===== config.mk =====
export PLATFORM = sky130hd
export DESIGN_NAME = cam_capture
export DESIGN_NICKNAME = d
export VERILOG_FILES = /design/src/rtl/cam_capture_pkg.sv /design/src/rtl/rgb565_to_rgb444.sv /design/src/rtl/cam_capture.sv
export SDC_FILE = /design/constraint.sdc
export NUM_CORES = 1
export LEC_CHECK = 0
export ABC_CLOCK_PERIOD_IN_PS = 2900
export BUFFER_PORTS_ARGS = -buffer_cell sky130_fd_sc_hd__buf_2
export CAP_MARGIN = 20
export CORE_ASPECT_RATIO = 2
export CORE_MARGIN = 1
export CORE_UTILIZATION = 35
export CTS_BUF_LIST = sky130_fd_sc_hd__clkbuf_4 sky130_fd_sc_hd__clkbuf_8
export DETAILED_ROUTE_END_ITERATION = 7
export GPL_TIMING_DRIVEN = 0
export PLACE_DENSITY_LB_ADDON = 0.08
export REMOVE_ABC_BUFFERS = 1
export SYNTH_ARGS = -nofsm -noshare
export SYNTH_HDL_FRONTEND = slang
export SYNTH_HIERARCHICAL = 1
export SYNTH_SLANG_ARGS = --single-unit
export TNS_END_PERCENT = 20

===== constraint.sdc =====
create_clock -name clk -period 2.9 [get_ports clk]
set_input_delay 0 -clock clk [delete_from_list [all_inputs] [get_ports clk]]
set_output_delay 0 -clock clk [all_outputs]
set_load 0.03 [all_outputs]

===== src/rtl/cam_capture_pkg.sv =====
// Shared frame-buffer geometry and RGB444 pixel layout, used by the capture
// side and the VGA read side.
package cam_capture_pkg;

  localparam int CAM_IMG_W = 160;
  localparam int CAM_IMG_H = 120;
  localparam int CAM_AW    = 15;

  localparam int RGB444_W  = 12;

  // Buffer word layout: {R[3:0], G[3:0], B[3:0]}
  typedef struct packed {
    logic [3:0] r;
    logic [3:0] g;
    logic [3:0] b;
  } rgb444_t;

endpackage


===== src/rtl/rgb565_to_rgb444.sv =====
// Combinational packer: one RGB565 byte pair (hi byte first) to one RGB444 word.
module rgb565_to_rgb444 (
  input  logic [7:0]  hi,
  input  logic [7:0]  lo,
  output logic [11:0] px
);
  import cam_capture_pkg::*;

  rgb444_t px_s;
  logic    unused_bits;

  // Keep the top 4 bits of each colour channel; G straddles the byte boundary.
  always_comb begin
    px_s.r = hi[7:4];
    px_s.g = {hi[2:0], lo[7]};
    px_s.b = lo[4:1];
  end

  assign px          = px_s;
  assign unused_bits = ^{hi[3], lo[6:5], lo[0]};

endmodule


===== src/rtl/cam_capture.sv =====
// Camera capture stage: samples the OV7670 byte bus, packs RGB565 pairs into
// RGB444 words and writes them linearly into the frame buffer, one frame at a
// time, starting only on a clean vsync falling edge.
//
// state     | meaning
// ----------+---------------------------------------------------------
// IDLE      | capture disabled
// WAIT_VS   | armed, waiting for vsync high->low to start a frame
// LINE_WAIT | inside a frame, between lines (href low)
// BYTE_HI   | expecting the hi byte of the next pixel
// BYTE_LO   | hi byte latched, expecting the lo byte
module cam_capture
  import cam_capture_pkg::*;
#(
  parameter int IMG_W = CAM_IMG_W,
  parameter int IMG_H = CAM_IMG_H,
  parameter int AW    = CAM_AW
) (
  input  logic          clk,
  input  logic          rst,
  input  logic          init,
  input  logic          vsync,
  input  logic          href,
  input  logic [7:0]    px_data,
  output logic [AW-1:0] mem_px_addr,
  output logic [11:0]   mem_px_data,
  output logic          px_wr,
  output logic          frame_done,
  output logic          busy,
  output logic          overflow
);

  localparam logic [2:0] S_IDLE      = 3'd0;
  localparam logic [2:0] S_WAIT_VS   = 3'd1;
  localparam logic [2:0] S_LINE_WAIT = 3'd2;
  localparam logic [2:0] S_BYTE_HI   = 3'd3;
  localparam logic [2:0] S_BYTE_LO   = 3'd4;

  // One extra bit so a full buffer (count == 2^AW) is representable.
  localparam logic [AW:0] PX_MAX = (AW+1)'(IMG_W * IMG_H);
  localparam logic [AW:0] CNT_ONE = (AW+1)'(1);

  logic [2:0]    state_q, state_d;
  logic          vs_prev_q, vs_prev_d;
  logic [AW:0]   cnt_q, cnt_d;
  logic [7:0]    hi_q, hi_d;
  logic [AW-1:0] addr_q, addr_d;
  logic [11:0]   data_q, data_d;
  logic          wr_q, wr_d;
  logic          fd_q, fd_d;
  logic          ovf_q, ovf_d;

  logic          vs_fall, vs_rise;
  logic [11:0]   px_packed;

  rgb565_to_rgb444 u_pack (
    .hi (hi_q),
    .lo (px_data),
    .px (px_packed)
  );

  assign vs_fall = vs_prev_q & ~vsync;
  assign vs_rise = ~vs_prev_q & vsync;

  // Frame sequencing, byte pairing and buffer address generation.
  always_comb begin
    state_d   = state_q;
    vs_prev_d = vsync;
    cnt_d     = cnt_q;
    hi_d      = hi_q;
    addr_d    = addr_q;
    data_d    = data_q;
    wr_d      = 1'b0;
    fd_d      = 1'b0;
    ovf_d     = ovf_q;

    case (state_q)
      S_IDLE: begin
        if (init) state_d = S_WAIT_VS;
      end
      S_WAIT_VS: begin
        if (vs_fall) begin
          state_d = S_LINE_WAIT;
          cnt_d   = '0;
        end
      end
      S_LINE_WAIT, S_BYTE_HI: begin
        if (vs_rise) begin
          fd_d    = 1'b1;
          state_d = init ? S_WAIT_VS : S_IDLE;
        end else if (href) begin
          hi_d    = px_data;
          state_d = S_BYTE_LO;
        end else begin
          state_d = S_LINE_WAIT;
        end
      end
      S_BYTE_LO: begin
        if (vs_rise) begin
          fd_d    = 1'b1;
          state_d = init ? S_WAIT_VS : S_IDLE;
        end else if (href) begin
          // A full buffer holds the counter so later pixels cannot wrap onto
          // the start of the frame.
          if (cnt_q == PX_MAX) begin
            ovf_d = 1'b1;
          end else begin
            wr_d   = 1'b1;
            addr_d = cnt_q[AW-1:0];
            data_d = px_packed;
            cnt_d  = cnt_q + CNT_ONE;
          end
          state_d = S_BYTE_HI;
        end else begin
          // Odd byte count on this line: the half pixel is dropped.
          state_d = S_LINE_WAIT;
        end
      end
      default: state_d = S_IDLE;
    endcase
  end

  // State and output registers.
  always_ff @(posedge clk) begin
    if (rst) begin
      state_q   <= S_IDLE;
      vs_prev_q <= 1'b1;
      cnt_q     <= '0;
      hi_q      <= '0;
      addr_q    <= '0;
      data_q    <= '0;
      wr_q      <= 1'b0;
      fd_q      <= 1'b0;
      ovf_q     <= 1'b0;
    end else begin
      state_q   <= state_d;
      vs_prev_q <= vs_prev_d;
      cnt_q     <= cnt_d;
      hi_q      <= hi_d;
      addr_q    <= addr_d;
      data_q    <= data_d;
      wr_q      <= wr_d;
      fd_q      <= fd_d;
      ovf_q     <= ovf_d;
    end
  end

  assign mem_px_addr = addr_q;
  assign mem_px_data = data_q;
  assign px_wr       = wr_q;
  assign frame_done  = fd_q;
  assign overflow    = ovf_q;
  assign busy        = (state_q != S_IDLE);

endmodule


Word-level counts from Yosys, hierarchy flattened
Cells that the tools add are included.
{"block": "classes", "n_addsub": 1, "n_mul": 0, "n_div": 0, "n_lt_le_gt_ge": 0, "n_eq_ne": 10, "shift": 0, "mux": 15, "bitwise": 9, "reduce_logical": 12}
{"op": "16-bit 2-to-1 mux", "count": 4}
{"op": "16-bit one-hot mux with 2 select lines", "count": 1}
{"op": "16-bit by 1-bit adder with 16-bit output (second input constant)", "count": 1}
{"op": "16-bit by 15-bit equality test with 1-bit output (second input constant)", "count": 1}
{"op": "3-bit 2-to-1 mux", "count": 4}
{"op": "3-bit one-hot mux with 4 select lines", "count": 1}
{"op": "2-bit != test (second input constant)", "count": 5}
{"op": "4-bit AND reduction", "count": 2}
{"op": "1-bit NOT", "count": 7}
{"op": "3-bit by 2-bit equality test with 1-bit output (second input constant)", "count": 2}
{"op": "5-bit AND reduction", "count": 1}
{"op": "1-bit 2-to-1 mux", "count": 4}
{"op": "2-bit OR reduction", "count": 2}
{"op": "4-bit OR reduction", "count": 1}
{"op": "3-bit by 1-bit equality test with 1-bit output (second input constant)", "count": 1}
{"op": "3-bit equality test (second input constant)", "count": 1}
{"op": "3-bit logical NOT", "count": 1}
{"op": "3-bit AND reduction", "count": 1}
{"op": "3-bit nonzero test", "count": 1}
{"op": "3-bit OR reduction", "count": 1}
{"op": "1-bit AND", "count": 2}
{"op": "2-bit 2-to-1 mux", "count": 1}
{"op": "2-bit AND reduction", "count": 1}
{"op": "2-bit nonzero test", "count": 1}
{"block": "totals", "reg_bits": 58, "latchBits": 0, "ram_bits": 0, "mem_bits_ro": 0, "inputBits": 13, "elab_cells": 56, "memories": 0}

Longest topological paths before layout
{"block": "depth", "ltp_word": 5, "depth_mapped": 9, "mapped_depth_nobuf": 7}

Cells and area by module
The synthesis kept the hierarchy.
{"module": "cam_capture", "n_inst": 1, "cells_per_inst": 302, "area_per_inst_um2": 2730.1, "seq_area_each_um2": 1161.1}
{"module": "rgb565_to_rgb444", "n_inst": 1, "cells_per_inst": 12, "area_per_inst_um2": 90.1, "seq_area_each_um2": 0.0}

Least setup slack after synthesis
No wires, ideal clock.
{"block": "synth_path", "path_kind": "flip-flop to flip-flop", "from": "reg cnt_q[0]", "to": "reg cnt_q[2]", "t_arrival_ps": 1933, "t_required_ps": 2771, "slack_ps": 838, "stages_incl_launch_ff": 10, "cell_sequence": "dfxtp_1 -> inv_1 -> ha_1 -> or4bb_1 -> nor4_4 -> or2_1 -> buf_6 -> buf_12 -> o211a_1 -> nor3_2"}
{"block": "synth_via", "elab_chain_cells": 5, "word_cells_on_any_way": 8, "cone_classes": "add/sub: 1; eq/ne: 2; mux: 4; reduce/logical: 1"}
{"element": "start, declared", "line_no": "cam_capture.sv:45", "text": "logic [AW:0] cnt_q, cnt_d;"}
{"element": "start signal, assigned", "line_no": "cam_capture.sv:138", "text": "cnt_q <= cnt_d;"}
{"element": "16-bit by 1-bit adder with 16-bit output", "line_no": "cam_capture.sv:111", "text": "cnt_d = cnt_q + CNT_ONE;"}
{"element": "16-bit 2-to-1 mux", "line_no": "cam_capture.sv:105", "text": "if (cnt_q == PX_MAX) begin"}
{"element": "16-bit 2-to-1 mux", "line_no": "cam_capture.sv:102", "text": "end else if (href) begin"}
{"element": "16-bit 2-to-1 mux", "line_no": "cam_capture.sv:99", "text": "if (vs_rise) begin"}
{"element": "16-bit one-hot mux with 2 select lines", "line_no": "cam_capture.sv:77", "text": "case (state_q)"}
Parallel ways exist; a longest one is shown, timed or not. The select of a mux whose other input is x is not followed.
A chain may end at the register's enable or synchronous reset.

Worst setup path in the final report
{"block": "layout_path", "from": "reg cnt_q[0]", "to": "reg cnt_q[10]"}
Same word-level chain as after synthesis.

==> metrics.md <==
| Metric | Value |
|---|---|
| Routed WL | 6110 um |
| Pwr dens | 499 nW/um^2 |
| Post-Layout Cell Count | 443 |
| Critical path type | register to register |
| Tightest Hold Check Type | input port to register |
| Worst setup margin | 0.393 ns |
| Seq pwr share | 0.496 |
| Leak Pwr | 1.18 nW |
| Core Util, Final | 0.421 |
| Clock sinks | 57 |
| Setup tns final | 0 ns |
| Post-route cell area | 3230 um^2 |
| VDD IR-drop max | 0.314 mV |
| Worst EP required | 3.11 ns |
| Synth warnings | 6 |
| Largest net degree at the start of global routing | 38 |
| CP max stage delay | 0.54 ns |
| Crit start category | register |
| Crit path cell chain | inv_1, ha_1, or4bb_1, nor4_4, or2_2, buf_12, or3_2, a21oi_1 |
| DR iter-0 viols | 62 |
| Cell-internal power | 1.24 mW |
| Port Buf Inserts | 43 |
| Area growth from synthesis to layout | 15.8% |
| Worst Setup End Kind | register |
| Top Family by Delay on Critical Path | simple AND/OR/NAND/NOR gates |
| Row count | 45 |
| Sw Share | 0.230 |
| Core ar. | 7660 um^2 |
| CTS H-tree depth | 3 |
| First-pass GRT wire length | 10,700 um |
| Initial core utilization | 0.364 |
| Antenna violation net count after detailed routing | 0 |
| Final Setup Violations | 0 |
| Most common cell after layout, fill and taps aside | dfxtp_1 |
| Skew-Pair Late Insertion Delay | 0.34 ns |
| Total grt overflow | 0 |
| Most frequent cells in the layout | dfxtp_1, buf_2, nand2_1, a21oi_2, nand2_2 |
| Maxcap violations | 0 |
| Sw power | 0.370 mW |
| Met2 routed WL | 3330 um |
| Clock slew at reported path FFs | 0.06 ns |
| Clock buffer depth | 2 |
| Place WS | 0.355 ns |
| Max layer used | met4 |
| Share of layout cells above drive strength 1 | 0.375 |
| Cell at the slowest stage of the critical path | or4bb_1 |
| Final nets | 359 |
| Overall routing resource usage | 0.170 |
| HPWL Detailed | 4110 um |
| Initial antenna violation count | 0 |
| Metal-1 WL | 2360 um |
| Total CTS buffers | 9 |
| Post-DR wirelength/cell | 13.8 um |
| Via count | 2,239 |
| Fin. max-slew vios | 0 |
| Avg Inst Size Synth | 8.96 um^2 |
| RSZ-0062 raised after global routing | no |
| Inst Count DP | 417 |
| Combinational Power Share | 0.059 |
| Rel. slew slack | 0.370 |
| Number of fill cells | 837 |
| Final Wtd Congestion | 0.765 |
| Die area | 8340 um^2 |
| FMAX | 0.399 GHz |
| Fin crit share | 0.864 |
| WP buf/inv | 2 |
| Vias per cell | 5.05 |
| Ant diodes | 0 |
| Critical path arrival | 2.71 ns |
| Number of top-level pins | 44 |
| Detail Route met3 WL | 229 um |
| Clock root buffer | clkbuf_8 |
| Pre-antenna DRT Iters | 4 |
| CP max FO | 29 |
| Period minus WS final | 2.51 ns |
| Clk pwr share | 0.445 |
| DRC viols | 0 |
| Outcome | finished, final reports clean |
| Synthesized instance count | 311 |
| Worst Skew | 0.00749 ns |
| Vias in the first global route | 2,242 |
| Fin. Hold Viols | 0 |
| CTS tree | built |
| Die height | 128 um |
| Horiz. Die Dim | 65.1 um |
| Slew of the pin with the lowest slew margin | 0.939 ns |
| Dpl cell area | 2930 um^2 |
| Netlist Area Pre-Place | 2790 um^2 |
==> worst reg2reg max path, stage by stage (launching register included) <==
cell	delay, ns
dfxtp_1	0.36
inv_1	0.08
ha_1	0.13
or4bb_1	0.54
nor4_4	0.45
or2_2	0.33
buf_12	0.25
or3_2	0.17
a21oi_1	0.05
==> sequential cells by signal, summed over array words and instances, names as in the netlist <==
| register | flops |
|---|---|
| vs_prev_q | 1 |
| overflow | 1 |
| cnt_q | 16 |
| mem_px_addr | 15 |
| state_q | 3 |
| frame_done | 1 |
| hi_q | 7 |
| px_wr | 1 |
| mem_px_data | 12 |
==> final timing paths <==
path                                  endpoint  cells after the start      startpoint  slack, ns
worst max-delay path                 cnt_q[10]                      8        cnt_q[0]       0.39
worst min-delay path                  overflow                      3            href       0.03
worst max register to register       cnt_q[10]                      8        cnt_q[0]       0.39
worst min register to register  mem_px_addr[0]                      2  mem_px_addr[0]       0.45
==> repair_timing <==
action,in CTS,in global routing
setup endpoints to repair,0,0
hold buffers,10,0
resized for setup,0,0
hold endpoints to repair,14,0
buffers inserted,0,0
==> layout make-up <==
class                   count  area (um^2)  share of cell area
well taps                  94          118              0.0365
clock buffers              14          186              0.0578
flip-flops and latches     57         1140               0.354
repair buffers             56          383               0.119
inverters                   3         11.3             0.00349
multi-input cells         217         1380               0.427
clock inverters             2         10.0             0.00310
==> power by group through the flow <==
stage                     logic, mW  registers [mW]  clock network [mW]
after floorplan              0.0424           0.814                   0
after global placement       0.0811           0.815                   0
after detailed placement     0.0865           0.816                   0
after CTS                    0.0967           0.798               0.750
after global routing          0.106           0.799               0.786
final                        0.0948           0.798               0.715
==> per-stage QoR <==
stage | hold slack, ns | total power [mW]
floorplan | 0.0624 | 0.857
global placement | 0.231 | 0.896
detailed placement | 0.235 | 0.902
CTS | 0.0181 | 1.64
global route | 0.0589 | 1.69
finish | 0.0261 | 1.61
==> layer usage <==
metal	vias to the layer above	GRT usage
li1	1126	-
met1	1051	0.176
met2	48	0.298
met3	14	0.0409
met4	0	0.109
met5	-	0
No activity file was read; power rests on OpenSTA's default activity.
